$ cat src/rtl/weight_load_sequencer.sv
// weight_load_sequencer: streams NUM = 4*WEIGHTS_PER_UNIT weights from the
// weight RAM into four processing units, unit 0 first. The write strobe and
// its unit/index tags are delayed by RAM_LAT cycles to line up with RAM data.
module weight_load_sequencer #(
  parameter int ADDR_W           = 8,
  parameter int WEIGHTS_PER_UNIT = 16,
  parameter int IDX_W            = 4,
  parameter int RAM_LAT          = 1
) (
  input  logic              clk,
  input  logic              rst_n,
  input  logic              start,
  input  logic              abort,
  input  logic [ADDR_W-1:0] base_addr,
  output logic              ram_re,
  output logic [ADDR_W-1:0] ram_addr,
  output logic [1:0]        unit_sel,
  output logic              write,
  output logic [IDX_W-1:0]  weight_idx,
  output logic              busy,
  output logic              done
);

  localparam logic [1:0] S_IDLE  = 2'd0;
  localparam logic [1:0] S_RUN   = 2'd1;
  localparam logic [1:0] S_DRAIN = 2'd2;
  localparam logic [1:0] S_DONE  = 2'd3;

  localparam logic [IDX_W-1:0] IDX_LAST = IDX_W'(WEIGHTS_PER_UNIT - 1);

  logic [1:0]        state;
  logic [ADDR_W-1:0] addr;
  logic [1:0]        unit;
  logic [IDX_W-1:0]  idx;
  logic              last_rd;
  logic              kill;

  // vld_pipe[0] holds the read issued last cycle; vld_pipe[RAM_LAT-1] is the write
  logic [RAM_LAT-1:0] vld_pipe;
  logic [1:0]         unit_pipe [RAM_LAT];
  logic [IDX_W-1:0]   idx_pipe  [RAM_LAT];

  assign last_rd = (unit == 2'd3) && (idx == IDX_LAST);
  // abort only acts once a transfer is under way
  assign kill    = abort && (state != S_IDLE);

  // FSM with read address and unit/index counters
  always_ff @(posedge clk or negedge rst_n) begin
    if (!rst_n) begin
      state <= S_IDLE;
      addr  <= '0;
      unit  <= '0;
      idx   <= '0;
    end else if (kill) begin
      state <= S_IDLE;
    end else begin
      case (state)
        S_IDLE: if (start && !abort) begin
          state <= S_RUN;
          addr  <= base_addr;
          unit  <= '0;
          idx   <= '0;
        end
        S_RUN: begin
          addr <= addr + ADDR_W'(1);  // wraps modulo 2**ADDR_W
          if (idx == IDX_LAST) begin
            idx  <= '0;
            unit <= unit + 2'd1;
          end else begin
            idx  <= idx + IDX_W'(1);
          end
          if (last_rd) state <= S_DRAIN;
        end
        // leave only once the last write has left the pipeline
        S_DRAIN: if (vld_pipe == '0) state <= S_DONE;
        default: state <= S_IDLE;
      endcase
    end
  end

  // RAM_LAT-deep {valid, unit, idx} shift pipeline; abort flushes it
  always_ff @(posedge clk or negedge rst_n) begin
    if (!rst_n) begin
      vld_pipe <= '0;
      for (int i = 0; i < RAM_LAT; i++) begin
        unit_pipe[i] <= '0;
        idx_pipe[i]  <= '0;
      end
    end else if (kill) begin
      vld_pipe <= '0;
    end else begin
      vld_pipe[0]  <= (state == S_RUN);
      unit_pipe[0] <= unit;
      idx_pipe[0]  <= idx;
      for (int i = 1; i < RAM_LAT; i++) begin
        vld_pipe[i]  <= vld_pipe[i-1];
        unit_pipe[i] <= unit_pipe[i-1];
        idx_pipe[i]  <= idx_pipe[i-1];
      end
    end
  end

  // Outputs decoded from registered state; tags forced to 0 when idle
  always_comb begin
    ram_re     = (state == S_RUN);
    ram_addr   = ram_re ? addr : '0;
    write      = vld_pipe[RAM_LAT-1];
    unit_sel   = write ? unit_pipe[RAM_LAT-1] : '0;
    weight_idx = write ? idx_pipe[RAM_LAT-1]  : '0;
    busy       = (state == S_RUN) || (state == S_DRAIN);
    done       = (state == S_DONE);
  end

endmodule

$ cat config.mk
export PLATFORM = sky130hd
export DESIGN_NAME = weight_load_sequencer
export DESIGN_NICKNAME = d
export VERILOG_FILES = /design/src/rtl/weight_load_sequencer.sv
export SDC_FILE = /design/constraint.sdc
export NUM_CORES = 1
export LEC_CHECK = 0
export BUFFER_PORTS_ARGS = -buffer_cell sky130_fd_sc_hd__buf_2
export CAP_MARGIN = 10
export CORE_MARGIN = 4
export CORE_UTILIZATION = 58
export DETAILED_ROUTE_END_ITERATION = 10
export PLACE_DENSITY = 0.95
export REMOVE_ABC_BUFFERS = 1
export SYNTH_ARGS = -nofsm -noshare
export SYNTH_HDL_FRONTEND = slang
export SYNTH_SLANG_ARGS = --single-unit
$ cat constraint.sdc
create_clock -name clk -period 2.78 [get_ports clk]
set_input_delay 0.556 -clock clk [delete_from_list [all_inputs] [get_ports clk]]
set_output_delay 0.556 -clock clk [all_outputs]
set_load 0.01 [all_outputs]
==> results.yml, run 1 <==
synthesis:
  yosysSeqAreaShare: 0.3824
  postSynthCellCount: 155
  yosysTopAreaCell: "dfrtp_1"
  ys_top_cells_by_area: "dfrtp_1, ha_1, and2_1, mux2_1, nand3_1"
  netlist_area_um2: 1505
  synth_top_cell_area_share: 0.3824
  ys_ff_latch: 23
  netlist-cell-type-count: 45
  async_flop_share: 1.000
  ys_warn_count: 0
  synth_flop_cell: "dfrtp_1"
  syn_area_per_cell_um2: 9.711
  synth-edff-count: 0
placed_design:
  dp_slack_ns: 0.7655
  placed_area_um2: 1644
  portBuffers: 29
  dp_hpwl_um: 2395
  gp_congestion: 0.9126
sta:
  hold_viol: 0
  clock.fmax_mhz: 417.2
  clock_skew_ns: 0.002875
  drv_slew: 0
  finalSetupViolations: 0
  timing.final.crit_share: 0.8621
  worst_slack_ns: 0.3833
  grt_setup_unrepaired: "no"
  layout_min_cycle_time_ns: 2.397
  finalSetupTns_ns: 0
  tightest_slew_ns: 0.8224
  max-slew-margin-rel: 0.4493
floorplan:
  core_um2: 2477
  io_pins: 30
  die_y_um: 58.94
  initial_utilization: 0.6076
  die_w_um: 58.94
  std_cell_rows: 18
  dieArea_um2: 3474
cts:
  cts_setup_buffers: 0
  clkLatencyLatePin_ns: 0.32
  root_buffer: "clkbuf_4"
  cts_inserted_buffers: 3
  path_clk_slew_ns: 0.13
  cts.sinks: 23
  ctsLongestPathBuffers: 2
  h-tree-depth: 1
  cts_tree: "yes"
  ctsHoldBuffers: 0
  ctsResizeCount: 0
routing:
  drt_first_pass_iters: 4
  via_per_inst: 5.981
  drcViolationCount: 0
  wl_per_cell_um: 15.07
  drt-initial-drc-count: 47
  wl_um: 3195
  vias: 1268
  ant_nets: 0
finish:
  antenna_cells: 0
  fin_nets: 203
  drive_gt1_frac: 0.2473
  final_common_cell: "buf_2"
  syn_to_final_growth_pct: 11.06
  layout_common_cells: "buf_2, dfrtp_1, and2_1, nor2_1"
  post-route-cell-area_um2: 1672
grt:
  grt_pass1_wl_um: 5637
  grt_pass1_vias: 1272
  grt_max_degree: 24
  antenna_found_initial: 0
  track_usage: 0.2102
  grt_remaining_overflow: 0
power:
  p_leak_nw: 0.8374
  p_per_area_nw_per_um2: 1012
  power_mw: 1.692
  peakVddDrop_v: 0.0007425
setup_path:
  cp_slowest_cell: "dfrtp_1"
  startpoint: "state[1]"
  cpPeakStageDelay_ns: 0.44
  r2r_end: "addr[7]"
  end_kind: "output port"
  worstPathRequired_ns: 2.22
  reg2reg_depth: 5
  crit_arrival_ns: 1.84
  startpoint_type: "flop"
  rrSetupSlack_ns: 0.79
  path_class: "reg -> out"
  r2r_start: "state[1]"
  cp_max_fo: 18
  worstPathCellList: "inv_1 -> ha_1 -> buf_4 -> and2_1 -> buf_2"
job:
  drv_cap: 0
min_path:
  hold_path_class: "in -> async"
status:
  status: "completed"
## worst max path at each step
stage | endpoint | depth (start not counted)
4_1_cts | ram_addr[2] | 5
2_1_floorplan | addr[7] | 5
5_1_grt | ram_addr[7] | 5
3_5_place_dp | ram_addr[4] | 5
3_3_place_gp | ram_addr[4] | 5
6_report | ram_addr[2] | 5
## power breakdown
part           internal (mW)  switching (mW)
Sequential             0.473           0.149
Clock                 0.0539           0.106
Combinational          0.392           0.518
Total                  0.920           0.772
## worst max-delay path, delay by kind of cell, from the launching register on
family | cells | cell delay (ns)
buffers and inverters | 3 | 0.53
adder cells (fa/ha/maj) | 1 | 0.40
AND/OR/NAND/NOR | 1 | 0.15
flip-flops | 1 | 0.44
## Yosys cell counts (2+ instances only)
cell type   n
mux2_1      6
buf_4       2
o22ai_1     3
nand3_1     9
nor2_1     11
o2bb2ai_1   2
ha_1        8
o31ai_1     3
o21bai_1    2
and2_1     11
inv_2       2
o21ai_1     4
nor2b_1     2
nor3_1      4
a22o_1      3
inv_1       9
nand2b_1    2
buf_6       2
dfrtp_1    23
buf_2       2
mux2i_1     4
o311ai_1    2
o21ai_0     2
a41oi_1     2
nand2_1     9
a21oi_1     5
nand4_1     3
## layout make-up
type / instances / area, um^2
multi-input cells: 114 / 837.1
fillers: 205 / 805.8
flip-flops and latches: 23 / 575.6
repair buffers: 30 / 152.6
inverters: 11 / 41.29
well taps: 30 / 37.54
clock buffers: 3 / 22.52
clock inverters: 1 / 5.005
## layer usage
layer	part of all wire	vias up	global-route usage	wire length, um
met5	0	-	0	0
met4	0.018	0	0.09709	56
met3	0.066	7	0.03289	210
met2	0.50	47	0.3533	1589
met1	0.42	601	0.2636	1338
li1	-	613	-	-
## logic make-up after synthesis
family                   Yosys count  synth area share
multiplexers                      11           0.08146
flip-flops                        23            0.3824
adder cells (fa/ha/maj)            8           0.06650
buffers and inverters             18           0.06151
AO/OA/AOI/OAI                     37            0.1837
AND/OR/NAND/NOR                   58            0.2244
## through the flow
stage | instances | utilization | hold slack (ns)
2_1_floorplan | 148 | - | 0.2604
4_1_cts | 212 | 0.6747 | 0.2086
6_report | 212 | 0.6747 | 0.1893
3_3_place_gp | 208 | 0.6636 | 0.4595
5_1_grt | 212 | 0.6747 | 0.2088
3_5_place_dp | 208 | 0.6636 | 0.4762
## flip-flops by register name (all words and copies together) (netlist names)
signal / flops
addr: 8
unit_pipe: 2
idx_pipe: 4
unit: 2
write: 1
idx: 4
state: 2
(Power assumes the default switching activity.)
==> inputs of run 2 (changes only) <==
--- a/config.mk
+++ b/config.mk
@@ -5,12 +5,12 @@
 export SDC_FILE = /design/constraint.sdc
 export NUM_CORES = 1
 export LEC_CHECK = 0
-export BUFFER_PORTS_ARGS = -buffer_cell sky130_fd_sc_hd__buf_2
 export CAP_MARGIN = 10
 export CORE_MARGIN = 4
-export CORE_UTILIZATION = 58
+export CORE_UTILIZATION = 63
 export DETAILED_ROUTE_END_ITERATION = 10
-export PLACE_DENSITY = 0.95
+export DONT_BUFFER_PORTS = 1
+export PLACE_DENSITY = 0.77
 export REMOVE_ABC_BUFFERS = 1
 export SYNTH_ARGS = -nofsm -noshare
 export SYNTH_HDL_FRONTEND = slang
==> run 2 against run 1 <==
  * Critical path type unchanged
  * Via count decreased by 5.2%
  * Utilization grew 1.5 points
  * Sequential cell count stayed put
  * Critical path depth decreased by 1
  * Global-route usage fell by 0.30 points
  * Clock-buffer cell count increased by 1
  * Design area decreased by 7.9%
  * Sequential power hardly changed
  * Clock skew up 0.0046 ns
  * Largest power group unchanged
==> results.yml, run 2 (synthesized netlist as in run 1, its figures left out) <==
status:
  status: "completed"
sta:
  tightest_slew_ns: 1.035
  finalSetupViolations: 0
  finalSetupTns_ns: 0
  clock.fmax_mhz: 424.3
  max-slew-margin-rel: 0.3076
  drv_slew: 0
  layout_min_cycle_time_ns: 2.357
  clock_skew_ns: 0.007517
  hold_viol: 0
  grt_setup_unrepaired: "no"
  timing.final.crit_share: 0.8478
placed_design:
  dp_hpwl_um: 2288
  gp_congestion: 0.7855
  portBuffers: 0
setup_path:
  worstPathRequired_ns: 2.22
  endpoint: "ram_addr[0]"
  path_class: "reg -> out"
  r2r_start: "state[1]"
  cp_max_fo: 20
  startpoint: "state[1]"
  crit_arrival_ns: 1.80
  r2r_end: "unit[1]"
  reg2reg_depth: 7
  startpoint_type: "flop"
  rrSetupSlack_ns: 0.83
  end_kind: "output port"
power:
  peakVddDrop_v: 0.0008090
  p_per_area_nw_per_um2: 1044
  power_mw: 1.608
  p_leak_nw: 0.7059
routing:
  drcViolationCount: 0
  vias: 1202
  ant_nets: 0
  wl_um: 3095
  drt-initial-drc-count: 27
  wl_per_cell_um: 16.91
  drt_first_pass_iters: 5
  via_per_inst: 6.568
cts:
  path_clk_slew_ns: 0.13
  ctsLongestPathBuffers: 2
  clkLatencyLatePin_ns: 0.31
  cts.sinks: 23
  ctsResizeCount: 0
  ctsHoldBuffers: 1
  h-tree-depth: 1
  cts_setup_buffers: 0
  cts_inserted_buffers: 3
  root_buffer: "clkbuf_4"
  cts_tree: "yes"
floorplan:
  initial_utilization: 0.6739
  std_cell_rows: 17
  io_pins: 30
  die_y_um: 56.88
  core_um2: 2233
  dieArea_um2: 3235
  die_w_um: 56.88
finish:
  fin_nets: 176
  layout_common_cells: "dfrtp_1, and2_1, nor2_1"
  syn_to_final_growth_pct: 2.328
  antenna_cells: 0
  top_regs: "addr: 8 flops, idx: 4 flops, idx_pipe: 4 flops"
  drive_gt1_frac: 0.1032
  top_register: "addr"
  final_common_cell: "dfrtp_1"
  largest_register_ffs: 8
grt:
  track_usage: 0.2072
  antenna_found_initial: 0
  grt_max_degree: 24
  grt_remaining_overflow: 0
  grt_pass1_wl_um: 5388
  grt_pass1_vias: 1225
min_path:
  hold_path_class: "in -> reg"
  min_path_cells: 1
job:
  drv_cap: 0
[run 2: layout make-up]
cell class / count / area [um^2]
Inverter: 11 / 41.29
Timing Repair Buffer: 3 / 25.02
Clock buffer: 4 / 26.28
Multi-Input combinational cell: 114 / 837.1
Tap cell: 28 / 35.03
Fill cell: 175 / 693.2
Sequential cell: 23 / 575.6
[run 2: metal layers]
metal	routed length [um]	global-route usage	vias up	part of all wire
met5	0	0	-	0
met4	44	0.06954	0	0.014
met3	149	0.02529	6	0.048
met2	1607	0.3834	31	0.52
met1	1292	0.2421	604	0.42
li1	-	-	561	-
[run 2: worst min path at each step]
stage,from,to,slack [ns]
detailed placement,rst_n,idx[0],0.26
finish,abort,write,0.31
global route,abort,write,0.32
CTS,abort,write,0.31
global placement,rst_n,idx_pipe[1],0.26
floorplan,rst_n,addr[0],0.26
[run 2: where the power goes]
group	internal (mW)	switching, mW
registers	0.473	0.151
logic	0.345	0.480
clock network	0.0561	0.102
total	0.875	0.733
[run 2: critical path, cell delays in order (launching register included)]
cell and delay (ns):
dfrtp_1 0.44, inv_1 0.11, ha_1 0.38, buf_4 0.32, and2_1 0.24
[run 2: through the flow]
step                area, um^2  hold slack, ns  setup WS [ns]  std cells  utilization
finish                    1540          0.3097         0.4230        183       0.6896
detailed placement        1504          0.2611         0.7982        178       0.6734
CTS                       1540          0.3072         0.4322        183       0.6896
global placement          1504          0.2610         0.8693        178       0.6734
global route              1540          0.3175         0.2975        183       0.6896
floorplan                 1454          0.2604         0.6622        148            -
